<file path="config.mk">
export PLATFORM = sky130hd
export DESIGN_NAME = ocl_axil_to_regbus
export DESIGN_NICKNAME = d
export VERILOG_FILES = /design/src/rtl/ocl_axil_to_regbus.sv
export SDC_FILE = /design/constraint.sdc
export NUM_CORES = 1
export LEC_CHECK = 0
export ABC_AREA = 1
export ABC_CLOCK_PERIOD_IN_PS = 2700
export CORE_UTILIZATION = 25
export DETAILED_ROUTE_END_ITERATION = 7
export PLACE_DENSITY = 0.62
export SLEW_MARGIN = 20
export SYNTH_ARGS = -nofsm -noshare
export SYNTH_HDL_FRONTEND = slang
export SYNTH_SLANG_ARGS = --single-unit
</file>
<file path="constraint.sdc">
create_clock -name clk_main_a0 -period 2.7 [get_ports clk_main_a0]
set_input_delay 0.54 -clock clk_main_a0 [delete_from_list [all_inputs] [get_ports clk_main_a0]]
set_output_delay 0.54 -clock clk_main_a0 [all_outputs]
set_load 0.005 [all_outputs]
</file>
<file path="src/rtl/ocl_axil_to_regbus.sv">
// AXI4-Lite slave to simple register-bus bridge.
// Carries one transaction at a time. Reads and writes take turns when both
// are offered together. A request that is not acknowledged within TIMEOUT
// cycles is answered with SLVERR.
module ocl_axil_to_regbus #(
  parameter int TIMEOUT = 64
) (
  input  logic        clk_main_a0,
  input  logic        rst_main_n,
  input  logic        s_awvalid,
  input  logic [31:0] s_awaddr,
  output logic        s_awready,
  input  logic        s_wvalid,
  input  logic [31:0] s_wdata,
  input  logic [3:0]  s_wstrb,
  output logic        s_wready,
  output logic        s_bvalid,
  output logic [1:0]  s_bresp,
  input  logic        s_bready,
  input  logic        s_arvalid,
  input  logic [31:0] s_araddr,
  output logic        s_arready,
  output logic        s_rvalid,
  output logic [31:0] s_rdata,
  output logic [1:0]  s_rresp,
  input  logic        s_rready,
  output logic        rb_wr_req,
  output logic        rb_rd_req,
  output logic [31:0] rb_addr,
  output logic [31:0] rb_wdata,
  output logic [3:0]  rb_wstrb,
  input  logic        rb_ack,
  input  logic [31:0] rb_rdata
);

  typedef enum logic [2:0] {IDLE, RB_WR, WR_RESP, RB_RD, RD_RESP} state_t;

  localparam logic [15:0] TO_LAST = 16'(TIMEOUT - 1);

  state_t      state, state_nxt;
  logic        aw_held, w_held, prio_rd;
  logic [15:0] cnt;
  logic [29:0] addr_q;
  logic [31:0] wdata_q, rdata_q;
  logic [3:0]  wstrb_q;
  logic [1:0]  bresp_q, rresp_q;
  logic        is_idle, rd_grant, aw_hs, w_hs, timed_out;
  logic        unused_addr_lsbs;

  // Register-bus addresses are word aligned, so the byte offset is dropped.
  assign unused_addr_lsbs = ^{s_awaddr[1:0], s_araddr[1:0]};

  // The ready signals are gated by reset so that they read 0 while reset is held.
  assign is_idle   = (state == IDLE) & rst_main_n;
  assign s_arready = is_idle & ~aw_held & ~w_held & (~s_awvalid | ~s_wvalid | prio_rd);
  assign rd_grant  = s_arvalid & s_arready;
  assign s_awready = is_idle & ~aw_held & ~rd_grant;
  assign s_wready  = is_idle & ~w_held & ~rd_grant;
  assign aw_hs     = s_awvalid & s_awready;
  assign w_hs      = s_wvalid & s_wready;
  assign timed_out = (cnt == TO_LAST);

  assign rb_wr_req = (state == RB_WR);
  assign rb_rd_req = (state == RB_RD);
  assign rb_addr   = {addr_q, 2'b00};
  assign rb_wdata  = wdata_q;
  assign rb_wstrb  = wstrb_q;
  assign s_bvalid  = (state == WR_RESP);
  assign s_bresp   = bresp_q;
  assign s_rvalid  = (state == RD_RESP);
  assign s_rdata   = rdata_q;
  assign s_rresp   = rresp_q;

  // State register; reset drops any transaction in flight.
  always_ff @(posedge clk_main_a0 or negedge rst_main_n) begin
    if (!rst_main_n) state <= IDLE;
    else             state <= state_nxt;
  end

  // Next-state logic; an ack takes precedence over a timeout in the same cycle.
  always_comb begin
    state_nxt = state;
    case (state)
      IDLE: begin
        if (aw_held & w_held) state_nxt = RB_WR;
        else if (rd_grant)    state_nxt = RB_RD;
      end
      RB_WR:   if (rb_ack | timed_out) state_nxt = WR_RESP;
      WR_RESP: if (s_bready)           state_nxt = IDLE;
      RB_RD:   if (rb_ack | timed_out) state_nxt = RD_RESP;
      RD_RESP: if (s_rready)           state_nxt = IDLE;
      default: state_nxt = IDLE;
    endcase
  end

  // Captured request fields, timeout counter, responses and read/write priority.
  always_ff @(posedge clk_main_a0 or negedge rst_main_n) begin
    if (!rst_main_n) begin
      aw_held <= 1'b0;
      w_held  <= 1'b0;
      prio_rd <= 1'b0;
      cnt     <= 16'd0;
      addr_q  <= 30'd0;
      wdata_q <= 32'd0;
      wstrb_q <= 4'd0;
      bresp_q <= 2'b00;
      rdata_q <= 32'd0;
      rresp_q <= 2'b00;
    end else begin
      cnt <= (state == RB_WR || state == RB_RD) ? cnt + 16'd1 : 16'd0;
      case (state)
        IDLE: begin
          if (aw_held & w_held) begin
            aw_held <= 1'b0;
            w_held  <= 1'b0;
          end
          if (aw_hs) begin
            aw_held <= 1'b1;
            addr_q  <= s_awaddr[31:2];
          end
          if (w_hs) begin
            w_held  <= 1'b1;
            wdata_q <= s_wdata;
            wstrb_q <= s_wstrb;
          end
          if (rd_grant) addr_q <= s_araddr[31:2];
        end
        RB_WR: begin
          if (rb_ack)         bresp_q <= 2'b00;
          else if (timed_out) bresp_q <= 2'b10;
        end
        WR_RESP: begin
          if (s_bready) begin
            bresp_q <= 2'b00;
            prio_rd <= ~prio_rd;
          end
        end
        RB_RD: begin
          if (rb_ack) begin
            rdata_q <= rb_rdata;
            rresp_q <= 2'b00;
          end else if (timed_out) begin
            rdata_q <= 32'hDEAD_BEEF;
            rresp_q <= 2'b10;
          end
        end
        RD_RESP: begin
          if (s_rready) begin
            rdata_q <= 32'd0;
            rresp_q <= 2'b00;
            prio_rd <= ~prio_rd;
          end
        end
        default: ;
      endcase
    end
  end

endmodule

</file>
# --- Word level (Yosys, flattened, before mapping) ---
# Cells that the tools add are included.
totals:
  register_bits: 124
  input_bits: 140
  output_inout_bits: 111
  wordCells: 86
classes:
  add_sub_neg: 1
  n_eq_ne: 12
  mux: 26
  bitwise: 20
  reduce_logical: 16
ops:
  columns: ["op", "count"]
  rows:
  - ["32-bit 2-to-1 mux", 3]
  - ["32-bit one-hot mux with 2 select lines", 1]
  - ["30-bit 2-to-1 mux", 2]
  - ["3-bit 2-to-1 mux", 6]
  - ["16-bit by 1-bit adder with 16-bit output (second input constant)", 1]
  - ["16-bit by 6-bit == test with 1-bit output (second input constant)", 1]
  - ["16-bit 2-to-1 mux", 1]
  - ["3-bit one-hot mux with 5 select lines", 1]
  - ["2-bit nonzero test", 6]
  - ["1-bit bitwise AND", 11]
  - ["3-bit AND reduction", 3]
  - ["2-bit 2-to-1 mux", 4]
  - ["2-bit by 1-bit inequality test with 1-bit output (second input constant)", 4]
  - ["2-bit one-hot mux with 2 select lines", 2]
  - ["2-bit AND reduction", 4]
  - ["3-bit by 2-bit == test with 1-bit output (second input constant)", 2]
  - ["3-bit by 1-bit inequality test with 1-bit output (second input constant)", 2]
  - ["1-bit NOT", 6]
  - ["1-bit 2-to-1 mux", 5]
  - ["5-bit AND reduction", 1]
  - ["3-bit by 1-bit == test with 1-bit output (second input constant)", 1]
  - ["3-bit == test (second input constant)", 1]
  - ["3-bit logical NOT", 1]
  - ["3-bit by 2-bit inequality test with 1-bit output (second input constant)", 1]
  - ["3 further kinds", 5]

# --- Depth between registers and ports, before layout ---
logic_depth:
  ltp_word: 11
  depth_mapped: 11

# --- Worst setup path before layout ---
# Ideal clock, no wire load.
synth_path:
  path_type: "input to output"
  startpoint: "input port s_awvalid"
  endpoint: "output port s_wready"
  arrival_time_ns: 1.269
  path_slack_ns: 0.891
  path_stages: 6
  n_path_buf: 2
  cell_sequence: "nand2_1 nor2_1 nor2_2 a31oi_4 buf_6 buf_6"
synth_via:
  elab_chain_cells: 7
synth_rtl:
  columns: ["element", "line_no", "rtl"]
  rows:
  - ["start, declared", "10", "input logic s_awvalid,"]
  - ["1-bit NOT", "55", "assign s_arready = is_idle & ~aw_held & ~w_held & (~s_awvalid | ~s_wvalid | prio_rd);"]
  - ["1-bit bitwise OR (2 in series)", "55", null]
  - ["1-bit bitwise AND", "55", null]
  - ["1-bit bitwise AND", "56", "assign rd_grant = s_arvalid & s_arready;"]
  - ["1-bit NOT", "58", "assign s_wready = is_idle & ~w_held & ~rd_grant;"]
  - ["1-bit bitwise AND", "58", null]
  - ["end, declared", "16", "output logic s_wready,"]
# Every way passes these cells.

# --- Worst setup path in the final report ---
layout_path:
  startpoint: "input port s_wvalid"
  endpoint: "output port s_wready"
layout_via:
  elab_chain_cells: 7
layout_rtl:
  columns: ["element", "line_no", "rtl"]
  rows:
  - ["start, declared", "13", "input logic s_wvalid,"]
  - ["1-bit NOT", "55", null]
  - ["1-bit bitwise OR (2 in series)", "55", null]
  - ["1-bit bitwise AND", "55", null]
  - ["1-bit bitwise AND", "56", null]
  - ["1-bit NOT", "58", null]
  - ["1-bit bitwise AND", "58", null]
# Every way passes these cells.

==> summary.txt <==
Worst setup path
  – Most common cell on crit path: clkdlybuf4s50_1
  – Crit path buffers/inverters: 2
  – Crit path max fanout: 3
  – CP Data Required Time: roughly 2.2 ns
  – CP max stage delay: approximately 0.57 ns
  – CP Data Arrival Time: ~2.1 ns
  – Crit path kind: input pin to primary output
  – Crit end category: primary output
  – Worst Setup Start Kind: input pin
  – Cell family with most CP delay: buffers and inverters
  – Slowest-stage cell, CP: clkdlybuf4s50_1
  – Cell breakdown of the critical path: clkdlybuf4s50_1 -> nand2_1 -> nor2_1 -> nor2_2 -> a31oi_4 -> clkdlybuf4s50_1

Synth
  – #FFs+latches synth: 122
  – Synthesized cell area: 5720 um^2
  – Yosys warning total: 0
  – Ys flop type: dfrtp_1
  – Seq/Total Area, Yosys: ~53%
  – Cell variety after synth: 30
  – Synth Area per Inst: about 8.4 um^2
  – Largest cells by area after synthesis: dfrtp_1, nand2_1, o21ai_0, nand3_1, buf_6
  – Yosys top cell by area: dfrtp_1
  – Synth top area share: 53.3%
  – Number of synthesized flops with an enable pin: 0
  – Post-Syn Instances: roughly 700
  – Asr flop ratio synth: 100%

Layout
  – # diodes: 0
  – Multi-input logic area: about 2200 um^2
  – Register Area: just over 3000 um^2
  – Layout cells sized above 1: around 8.4%
  – Synth-to-layout area growth: 55.8%
  – Fillcell total: ~2300
  – Nets: 1062

Clock network
  – CTS buffer count: 17
  – Clock buffer depth: 2
  – Clk pin slew, worst setup/hold paths: ~0.060 ns
  – Post-CTS Setup Bufs: 0
  – Root buf cell: clkbuf_16
  – Skew-Pair Late Insertion Delay: a little over 0.4 ns
  – H-Tree Depth: 4
  – CTS sink cnt: around 120
  – CTS tree: done

Floorplan
  – Full die area: roughly 24000 um^2
  – Core Region: ~22000 um^2
  – Die width: roughly 150 um
  – Io pins: 251
  – Die Y: around 150 um
  – Initial Util: about a quarter
  – # rows: 54

GRT
  – First-pass GRT wire length: about 26 mm
  – Initial antenna violation count: 0
  – GR Overflow Total: 0
  – Vias in the first global route: slightly above 5000
  – Total GRT Usage: ~14%
  – Pin count of the biggest net entering global routing: between 70 and 80

STA
  – Final Setup Violations: 0
  – Crit path time final: ~2.6 ns
  – Least-Margin Pin Slew: slightly below 1 ns
  – Worst clock skew: 0.0101 ns
  – Final period util: 97.0%
  – Fmax: ~380 MHz
  – Worst setup margin: around 0.08 ns
  – Setup_tns: 0 ns
  – RSZ-0062 raised after global routing: false
  – Final Max Tran Viols: 0
  – Worst slew margin: between 30% and 40%
  – Hold Vio Cnt, Final: 0

Placed design
  – Gp weighted congestion: about 0.81
  – Hpwl dp: 11.4 mm
  – Pre-CTS setup slack: about 0.060 ns
  – PortBufs: between 200 and 250

Run status
  – Status: finished clean

Drt
  – Via Count: between 5000 and 6000
  – Post-Route WL: between 15 and 20 mm
  – Drt pass-1 iters: 5
  – Drt drc: 0
  – Initial DRC count: between 300 and 400
  – DR WL/cell: 13.5 um
  – Post-DRT Antenna Nets: 0
  – Vias per cell: around 4.3

Power
  – Max rail drop VDD: roughly 400 uV
  – Cell leakage power: 4.16 nW
  – Cell Pwr Density: 1000 nW/um^2

Job
  – Max-Cap Viols: 0

Min path
  – Hold crit path type: input pin to async pin
-- worst reg2reg max path: cells and delay by family, from the launching register on --
family                 cells  cell delay (ns)
buffers and inverters      3             0.69
DFF                        1             0.42
AOI/OAI and AO/OA          1             0.17
and+or+nand+nor            6             0.52
-- cells in the mapped netlist, types with 2 or more instances --
| cell | count |
|---|---|
| xor2_1 | 2 |
| nand2_1 | 215 |
| nor3_1 | 7 |
| nand4_1 | 5 |
| xnor2_1 | 2 |
| buf_4 | 4 |
| buf_6 | 18 |
| o21ai_0 | 75 |
| a21oi_1 | 9 |
| inv_2 | 5 |
| nand3_2 | 2 |
| nand2_2 | 4 |
| nor2_2 | 3 |
| o21ai_1 | 36 |
| inv_1 | 54 |
| buf_2 | 3 |
| clkbuf_1 | 12 |
| nor2_1 | 31 |
| nand3_1 | 49 |
| dfrtp_1 | 122 |
| o21ai_2 | 14 |
-- stage by stage --
step | area (um^2) | util (%) | instances | power [mW] | hold WS, ns
after detailed placement | 8360 | 37.7 | 1182 | 6.87 | 0.457
after global placement | 8360 | 37.7 | 1182 | 6.81 | 0.451
after CTS | 8920 | 40.2 | 1213 | 9.10 | 0.341
final | 8920 | 40.2 | 1213 | 8.96 | 0.324
after global routing | 8920 | 40.2 | 1213 | 9.65 | 0.367
after floorplan | 5730 | - | 684 | 4.79 | 0.244
-- layout by cell type, fill, tap and decap left out, types with 2 or more instances in the layout --
cell             count
nand3_2              2
inv_2                5
dfrtp_1            122
o21ai_0             75
clkdlybuf4s50_1    240
o21ai_2             14
xor2_1               2
inv_6                3
inv_1               54
nor3_1               7
nand2_2              4
conb_1               4
o21ai_1             36
xnor2_1              2
nand4_1              5
buf_4               12
nor2_2               3
clkinvlp_4           4
buf_12               3
clkbuf_16           17
nand2_1            215
nand3_1             49
clkinv_4             3
nor2_1              31
a21oi_1              9
-- power breakdown --
part | leakage, nW | switching (mW) | internal [mW]
Clock | 0.262 | 0.864 | 1.29
Combinational | 2.35 | 1.70 | 2.06
Sequential | 1.55 | 0.428 | 2.61
-- cells by family (layout without fill, tap and decap cells) --
kind of cell / count (synthesis) / after routing / share of synthesized area, %
AND/OR/NAND/NOR: 320 / 320 / 23.5
AO/OA/AOI/OAI: 136 / 136 / 13.2
flip-flops: 122 / 122 / 53.3
buffers and inverters: 97 / 346 / 9.05
XOR/XNOR: 4 / 4 / 0.612
adder cells (fa/ha/maj): 1 / 1 / 0.219
other: 1 / 4 / 0.0655
-- timing repair --
item | in CTS | in global routing
setup endpoints to repair | 1 | 0
gates resized for setup | 1 | 0
hold buffers | 0 | 0
-- final cells by class --
type,instances,share of cell area (%)
sequential,122,34.2
timing repair buffer,256,28.7
multi-input combinational,465,24.4
clock buffer,19,4.97
tap,280,3.93
inverter,59,2.48
clock inverter,12,1.32
-- registers in the layout, indices dropped and copies added (netlist names) --
| register | flops |
|---|---|
| rb_wstrb | 4 |
| aw_held | 1 |
| s_rdata | 32 |
| rb_wdata | 32 |
| cnt | 16 |
| w_held | 1 |
| prio_rd | 1 |
| addr_q | 30 |
| state | 3 |
| s_bresp | 1 |
| s_rresp | 1 |
-- path summary, 6_finish.rpt --
kind	start	cells after the start	end	slack [ns]
max in group asynchronous	rst_main_n	3	w_held	0.97
worst max-delay path	s_wvalid	6	s_wready	0.08
worst min-delay path	rst_main_n	2	s_rresp[1]	0.32
min in group clk_main_a0	rb_wstrb[1]	2	rb_wstrb[1]	0.47
worst max register to register	state[1]	10	rb_wdata[15]	0.78
worst min register to register	rb_wstrb[1]	2	rb_wstrb[1]	0.47
-- layer usage --
layer  part of all wire (%)  up-vias  GRT usage (%)  wire (um)
met5                      0        -              0          0
met4                    2.0        0           5.10        321
met3                    6.3       21           4.31       1030
met2                     48      159           23.9       7820
met1                     44     2370           17.0       7150
li1                       -     2666              -          -
Note: power is estimated with default switching activity, not from simulation.
